==> src/rtl/spi_pkg.sv <==
// spi_pkg: shared types and constants for the SPI target front end.
//   spi_state_t : transaction framing states
//   BYTE_BITS   : bits per SPI byte
//   CIPO_IDLE   : level driven on CIPO when no response byte is active
package spi_pkg;

  typedef enum logic [1:0] {
    WAIT_DESELECT,
    IDLE,
    OPCODE,
    OPERAND
  } spi_state_t;

  localparam int   BYTE_BITS = 8;
  localparam logic CIPO_IDLE = 1'b0;

endpackage

==> src/rtl/spi_input_sync.sv <==
// spi_input_sync: SYNC_STAGES-deep synchroniser with rise/fall detect.
// The same block is used for data signals that must stay delay-matched with
// the edge-detected ones, so level is taken from the stage the detector uses.
//   clk   : system clock
//   rst_n : asynchronous active-low reset (released synchronously upstream)
//   sig   : asynchronous input
//   level : synchronised level
//   rise  : one-cycle pulse on a synchronised 0->1 transition
//   fall  : one-cycle pulse on a synchronised 1->0 transition
module spi_input_sync #(
  parameter int SYNC_STAGES = 2
) (
  input  logic clk,
  input  logic rst_n,
  input  logic sig,
  output logic level,
  output logic rise,
  output logic fall
);

  logic [SYNC_STAGES-1:0] sync_q;
  logic                   prev_q;

  always_ff @(posedge clk or negedge rst_n) begin
    if (!rst_n) begin
      sync_q <= '0;
      prev_q <= 1'b0;
    end else begin
      sync_q <= {sync_q[SYNC_STAGES-2:0], sig};
      prev_q <= sync_q[SYNC_STAGES-1];
    end
  end

  assign level = sync_q[SYNC_STAGES-1];
  assign rise  = level & ~prev_q;
  assign fall  = ~level & prev_q;

endmodule

==> src/rtl/spi_peripheral.sv <==
// spi_peripheral: SPI mode-0 target front end, MSB first, oversampled in the
// clock_in domain. The first byte of each CS-low transaction is the op code,
// later bytes are operands. A response byte is serialised onto CIPO in the
// byte slot following each completed byte.
// Optional build macro SPI_PERIPHERAL_FRAMING_ERROR_EN adds a saturating count
// of transactions aborted mid-byte (framing_error_count_out).
// Ports:
//   clock_in, reset_n_in            : clock, async active-low reset
//   spi_select_in/clock_in/data_in  : CS (active low), SCLK, COPI
//   spi_data_out                    : CIPO
//   op_code_out, op_code_valid_out  : op code and its valid level
//   operand_out, operand_valid_out  : last operand and its available level
//   operand_count_out               : operands completed this transaction
//   response_in, response_valid_in  : byte for the next CIPO slot
module spi_peripheral
  import spi_pkg::*;
#(
  parameter int SYNC_STAGES = 2,
  parameter int COUNT_WIDTH = 32
) (
  input  logic                   clock_in,
  input  logic                   reset_n_in,
  input  logic                   spi_select_in,
  input  logic                   spi_clock_in,
  input  logic                   spi_data_in,
  output logic                   spi_data_out,
  output logic [7:0]             op_code_out,
  output logic                   op_code_valid_out,
  output logic [7:0]             operand_out,
  output logic                   operand_valid_out,
  output logic [COUNT_WIDTH-1:0] operand_count_out,
`ifdef SPI_PERIPHERAL_FRAMING_ERROR_EN
  output logic [7:0]             framing_error_count_out,
`endif
  input  logic [7:0]             response_in,
  input  logic                   response_valid_in
);

  function automatic logic [COUNT_WIDTH-1:0] count_sat_inc(input logic [COUNT_WIDTH-1:0] v);
    return (&v) ? v : v + COUNT_WIDTH'(1);
  endfunction

  // Reset: asserted asynchronously, released on a clock_in edge
  logic [1:0] rst_sync_q;
  logic       rst_n;

  always_ff @(posedge clock_in or negedge reset_n_in) begin
    if (!reset_n_in) rst_sync_q <= 2'b00;
    else             rst_sync_q <= {rst_sync_q[0], 1'b1};
  end

  assign rst_n = rst_sync_q[1];

  // Input synchronisers; COPI rides the same pipeline as SCLK
  logic sclk_level, sclk_rise, sclk_fall;
  logic cs_level, cs_rise, cs_fall;
  logic copi, copi_rise, copi_fall;
  logic sync_unused;

  spi_input_sync #(.SYNC_STAGES(SYNC_STAGES)) u_sync_sclk (
    .clk(clock_in), .rst_n(rst_n), .sig(spi_clock_in),
    .level(sclk_level), .rise(sclk_rise), .fall(sclk_fall)
  );

  spi_input_sync #(.SYNC_STAGES(SYNC_STAGES)) u_sync_cs (
    .clk(clock_in), .rst_n(rst_n), .sig(spi_select_in),
    .level(cs_level), .rise(cs_rise), .fall(cs_fall)
  );

  spi_input_sync #(.SYNC_STAGES(SYNC_STAGES)) u_sync_copi (
    .clk(clock_in), .rst_n(rst_n), .sig(spi_data_in),
    .level(copi), .rise(copi_rise), .fall(copi_fall)
  );

  assign sync_unused = ^{sclk_level, cs_rise, cs_fall, copi_rise, copi_fall};

  // Framing FSM
  spi_state_t state, state_nxt;
  logic [2:0] bit_count;
  logic [6:0] rx_shift;
  logic [7:0] rx_byte;
  logic [7:0] tx_shift;
  logic       tx_arm;
  logic       in_frame;
  logic       byte_end;

  assign in_frame = (state == OPCODE) || (state == OPERAND);
  assign rx_byte  = {rx_shift, copi};
  // A CS rise in the same cycle as the 8th SCLK edge wins: the byte is dropped
  assign byte_end = in_frame && !cs_level && sclk_rise && (bit_count == 3'd7);

  always_ff @(posedge clock_in or negedge rst_n) begin
    if (!rst_n) state <= WAIT_DESELECT;
    else        state <= state_nxt;
  end

  always_comb begin
    state_nxt = state;
    case (state)
      WAIT_DESELECT: if (cs_level) state_nxt = IDLE;
      IDLE:          if (!cs_level) state_nxt = OPCODE;
      OPCODE: begin
        if (cs_level)      state_nxt = IDLE;
        else if (byte_end) state_nxt = OPERAND;
      end
      OPERAND:       if (cs_level) state_nxt = IDLE;
      default:       state_nxt = WAIT_DESELECT;
    endcase
  end

  // Byte assembly, output strobes and CIPO shifter
  always_ff @(posedge clock_in or negedge rst_n) begin
    if (!rst_n) begin
      bit_count         <= 3'd0;
      rx_shift          <= 7'd0;
      tx_shift          <= 8'h00;
      tx_arm            <= 1'b0;
      op_code_out       <= 8'h00;
      op_code_valid_out <= 1'b0;
      operand_out       <= 8'h00;
      operand_valid_out <= 1'b0;
      operand_count_out <= '0;
    end else if (!in_frame || cs_level) begin
      // Outside a transaction (or on CS release): drop partial bytes,
      // clear strobes, keep the last op code / operand values.
      bit_count         <= 3'd0;
      tx_shift          <= 8'h00;
      tx_arm            <= 1'b0;
      op_code_valid_out <= 1'b0;
      operand_valid_out <= 1'b0;
      operand_count_out <= '0;
    end else begin
      if (sclk_rise) begin
        rx_shift  <= rx_byte[6:0];
        bit_count <= bit_count + 3'd1;
        if (bit_count == 3'd7) begin
          tx_arm <= 1'b1;
          if (state == OPCODE) begin
            op_code_out       <= rx_byte;
            op_code_valid_out <= 1'b1;
          end else begin
            operand_out       <= rx_byte;
            operand_valid_out <= 1'b1;
            operand_count_out <= count_sat_inc(operand_count_out);
          end
        end else if (state == OPERAND) begin
          operand_valid_out <= 1'b0;
        end
      end
      // Response is sampled on the first falling edge after a byte, giving
      // the decoder several clock_in cycles after the strobes update.
      if (sclk_fall) begin
        if (tx_arm) begin
          tx_shift <= response_valid_in ? response_in : 8'h00;
          tx_arm   <= 1'b0;
        end else begin
          tx_shift <= {tx_shift[6:0], 1'b0};
        end
      end
    end
  end

  assign spi_data_out = (state == OPERAND) ? tx_shift[7] : CIPO_IDLE;

`ifdef SPI_PERIPHERAL_FRAMING_ERROR_EN
  logic frame_abort;

  assign frame_abort = in_frame && cs_level && (bit_count != 3'd0);

  always_ff @(posedge clock_in or negedge rst_n) begin
    if (!rst_n) begin
      framing_error_count_out <= 8'h00;
    end else if (frame_abort && (framing_error_count_out != 8'hFF)) begin
      framing_error_count_out <= framing_error_count_out + 8'd1;
    end
  end
`endif

endmodule

==> config.mk <==
export PLATFORM = sky130hd
export DESIGN_NAME = spi_peripheral
export DESIGN_NICKNAME = d
export VERILOG_FILES = /design/src/rtl/spi_pkg.sv /design/src/rtl/spi_input_sync.sv /design/src/rtl/spi_peripheral.sv
export SDC_FILE = /design/constraint.sdc
export NUM_CORES = 1
export LEC_CHECK = 0
export CORE_MARGIN = 4
export CORE_UTILIZATION = 40
export DETAILED_ROUTE_END_ITERATION = 8
export PLACE_DENSITY = 0.61
export SETUP_SLACK_MARGIN = 0.2
export SLEW_MARGIN = 20
export SYNTH_ARGS = -nofsm -noshare
export SYNTH_HDL_FRONTEND = slang
export SYNTH_SLANG_ARGS = --single-unit
==> constraint.sdc <==
create_clock -name clock_in -period 4 [get_ports clock_in]
set_clock_uncertainty 0.15 [all_clocks]
set_input_delay 0.6 -clock clock_in [delete_from_list [all_inputs] [get_ports clock_in]]
set_output_delay 0.6 -clock clock_in [all_outputs]
set_load 0.01 [all_outputs]
==> results_dict.tcl <==
set metrics [dict create \
    hold_viol 0 \
    slew_headroom_pct 31.2 \
    post_dp_cell_area_sq_mm 0.00468 \
    finalPower_mw 2.04 \
    start_util_pct 41.0 \
    n_fill_cell 930 \
    max-vdd-ir-drop_mv 0.201 \
    postCtsResizedCells 0 \
    placementRows 36 \
    timing.final.ws_setup_ns 1.03 \
    leakagePower_nw 2.17 \
    synth_top_family_by_area "simple AND/OR/NAND/NOR gates" \
    drv_slew 0 \
    die_w_microns 108 \
    place_ws_ns 1.07 \
    synth-edff-count 0 \
    cts_root_buf "clkbuf_8" \
    synthXorXnorAreaFrac_pct 0.220 \
    crit_fanout 15 \
    cp-end-kind "register" \
    syn_inst 406 \
    grt_remaining_overflow 0 \
    synth.largest_area_cell "dfrtp_1" \
    synth_fa_ha_area_share_pct 1.88 \
    rsz0062_at_grt "false" \
    core-area_sq_mm 0.00973 \
    cts_tree "done" \
    synthMostInstantiatedCell "dfrtp_1" \
    port_buffers 64 \
    syn_avg_cell_area_sq_um 9.82 \
    vias_per_cell 5.64 \
    cellPowerDensity_mw_per_mm2 412 \
    drtAntennaViolNets 0 \
    antenna_found_initial 0 \
    finalSetupTns_ns 0 \
    routabilityCongestion 0.819 \
    synthArstFlopShare_pct 100 \
    syn-num-nets 426 \
    cp_cell_sequence "inv_1, ha_1, o21bai_2, or4_4, nor4_4, nor2_1, o221ai_1" \
    synth_area_leaders "dfrtp_1, nand2_1, mux2_2" \
    fin_crit_ns 2.97 \
    crit_slowest_cell "nor4_4" \
    tightest_slew_ns 1.03 \
    synth_cell_types 56 \
    drive_gt1_share_pct 11.0 \
    clk_latency_ns 0.35 \
    max_freq_mhz 337 \
    clockBufferDepth 2 \
    routedWlPerCell_microns 16.7 \
    vias 3369 \
    fin_area_sq_mm 0.00495 \
    synth_warnings 0 \
    syn-cell-area_sq_mm 0.00399 \
    gr-usage-all-layers_pct 17.8 \
    drt_iter0_drc 140 \
    synth_compound_area_share_pct 17.4 \
    area_growth_pct 24.3 \
    fp.dieH_microns 108 \
    post_cts_buffers 0 \
    layout_worst_path_cycle_share_pct 74.2 \
    path_clk_slew_ns 0.10 \
    synthTopCellsByCount "dfrtp_1, nand2_1, nor2_1" \
    drv_cap 0 \
    dieArea_sq_mm 0.0116 \
    final_nets 479 \
    crit_required_ns 4.13 \
    min_path_type "reg2async" \
    status "complete, no violations" \
    postCtsHoldBufs 0 \
    whs_ns 0.124 \
    clkSinkCount 80 \
    yosysSeqAreaShare_pct 50.2 \
    first_global_vias 3249 \
    synthSimpleGateAreaFrac_pct 20.8 \
    hpwl_microns 6610 \
    ios 65 \
    critPathKind "reg2reg" \
    max_stage_delay_ns 0.72 \
    detailedRoute.firstPassIterationCount 5 \
    grt_max_degree 79 \
    cts_buffers 9 \
    grt_pass1_wl_microns 16400 \
    totalWireLength_microns 9980 \
    n_antenna_cell 0 \
    setup_viol 0 \
    critPathTopFamily "simple AND/OR/NAND/NOR gates" \
    synthFlopType "dfrtp_1" \
    yosys_register_bits 80 \
    cts_max_level 3 \
    crit_arrival_ns 3.10 \
    synth.top_cell.area_share_pct 50.2 \
    muxShareOfSynthArea_pct 4.74 \
    startpoint_type "register" \
    detail_route.drc_violations 0 \
    path_buf_inv 1 \
]
state kept, by name (all words and copies together), names as in the netlist:
signal / flops
operand_out: 8
u_sync_sclk.sync_q: 2
tx_shift: 8
state: 2
rst_sync_q: 2
op_code_out: 8
u_sync_sclk.prev_q: 1
operand_count_out: 32
tx_arm: 1
u_sync_copi.sync_q: 2
bit_count: 3
operand_valid_out: 1
rx_shift: 7
u_sync_cs.sync_q: 2
op_code_valid_out: 1
report_power, final:
group	total [mW]	internal [mW]	leakage (nW)	switching (mW)
sequential	0.915	0.863	1.08	0.0517
combinational	0.370	0.146	0.968	0.224
clock	0.755	0.424	0.122	0.332
total	2.04	1.43	2.17	0.608
cells in the final DEF (no fill, tap or decap), drive strengths merged, types with 7 or more instances in the layout:
cell type / Yosys / layout
nand3: 17 / 17
clkdlybuf4s50: 0 / 64
a211oi: 8 / 8
a21oi: 23 / 23
mux2: 15 / 15
nor2: 27 / 27
clkbuf: 18 / 9
o31ai: 9 / 9
a41oi: 7 / 7
and3: 13 / 13
o21ai: 24 / 24
a31oi: 13 / 13
nor2b: 11 / 11
dfrtp: 80 / 80
inv: 8 / 11
nand2: 52 / 52
nand4: 8 / 8
worst reg2reg max path, delay by kind of cell, from the launching register on:
| kind | cells | cell delay [ns] |
|---|---|---|
| AOI/OAI and AO/OA | 2 | 0.33 |
| adders and majority gates | 1 | 0.39 |
| buffers and inverters | 1 | 0.11 |
| DFF | 1 | 0.41 |
| and+or+nand+nor | 3 | 1.50 |
through the flow:
| stage | std cells | util, % |
|---|---|---|
| after floorplan | 406 | - |
| after global placement | 580 | 48.1 |
| after detailed placement | 580 | 48.1 |
| after CTS | 596 | 50.7 |
| after global routing | 597 | 50.9 |
| final | 597 | 50.9 |
metal layers:
layer / part of all wire (%) / GRT usage (%)
met5: 0 / 0
met4: 1.4 / 6.40
met3: 6.0 / 4.44
met2: 48 / 28.7
met1: 45 / 23.3
logic make-up (layout without fill, tap and decap cells):
| family | count (synthesis) | after routing |
|---|---|---|
| flip-flops | 80 | 80 |
| AO/OA/AOI/OAI | 107 | 107 |
| AND/OR/NAND/NOR | 159 | 159 |
| buffers and inverters | 35 | 93 |
| adder cells (fa/ha/maj) | 6 | 6 |
| multiplexers | 17 | 17 |
| other | 1 | 1 |
| XOR/XNOR | 1 | 1 |
worst paths after layout:
| path | depth (start not counted) | endpoint | from | slack [ns] |
|---|---|---|---|---|
| worst max-delay path | 7 | operand_count_out[22] | state[0] | 1.03 |
| worst min-delay path | 0 | state[0] | rst_sync_q[1] | 0.12 |
| worst max register to register | 7 | operand_count_out[22] | state[0] | 1.03 |
| worst min register to register | 0 | state[0] | rst_sync_q[1] | 0.12 |
| max in group asynchronous | 1 | operand_count_out[8] | rst_sync_q[1] | 2.98 |
| min in group clock_in | 0 | u_sync_cs.sync_q[1] | u_sync_cs.sync_q[0] | 0.19 |
cell type report:
type                       instances  area, sq um  share of cell area (%)
sequential                        80         2010                    40.5
multi-input combinational        291         1810                    36.6
timing repair buffer              69          691                    13.9
tap                              133          166                    3.36
clock inverter                     7          126                    2.55
clock buffer                       9          124                    2.50
inverter                           8         30.0                   0.606
Note: power is estimated with default switching activity, not from simulation.
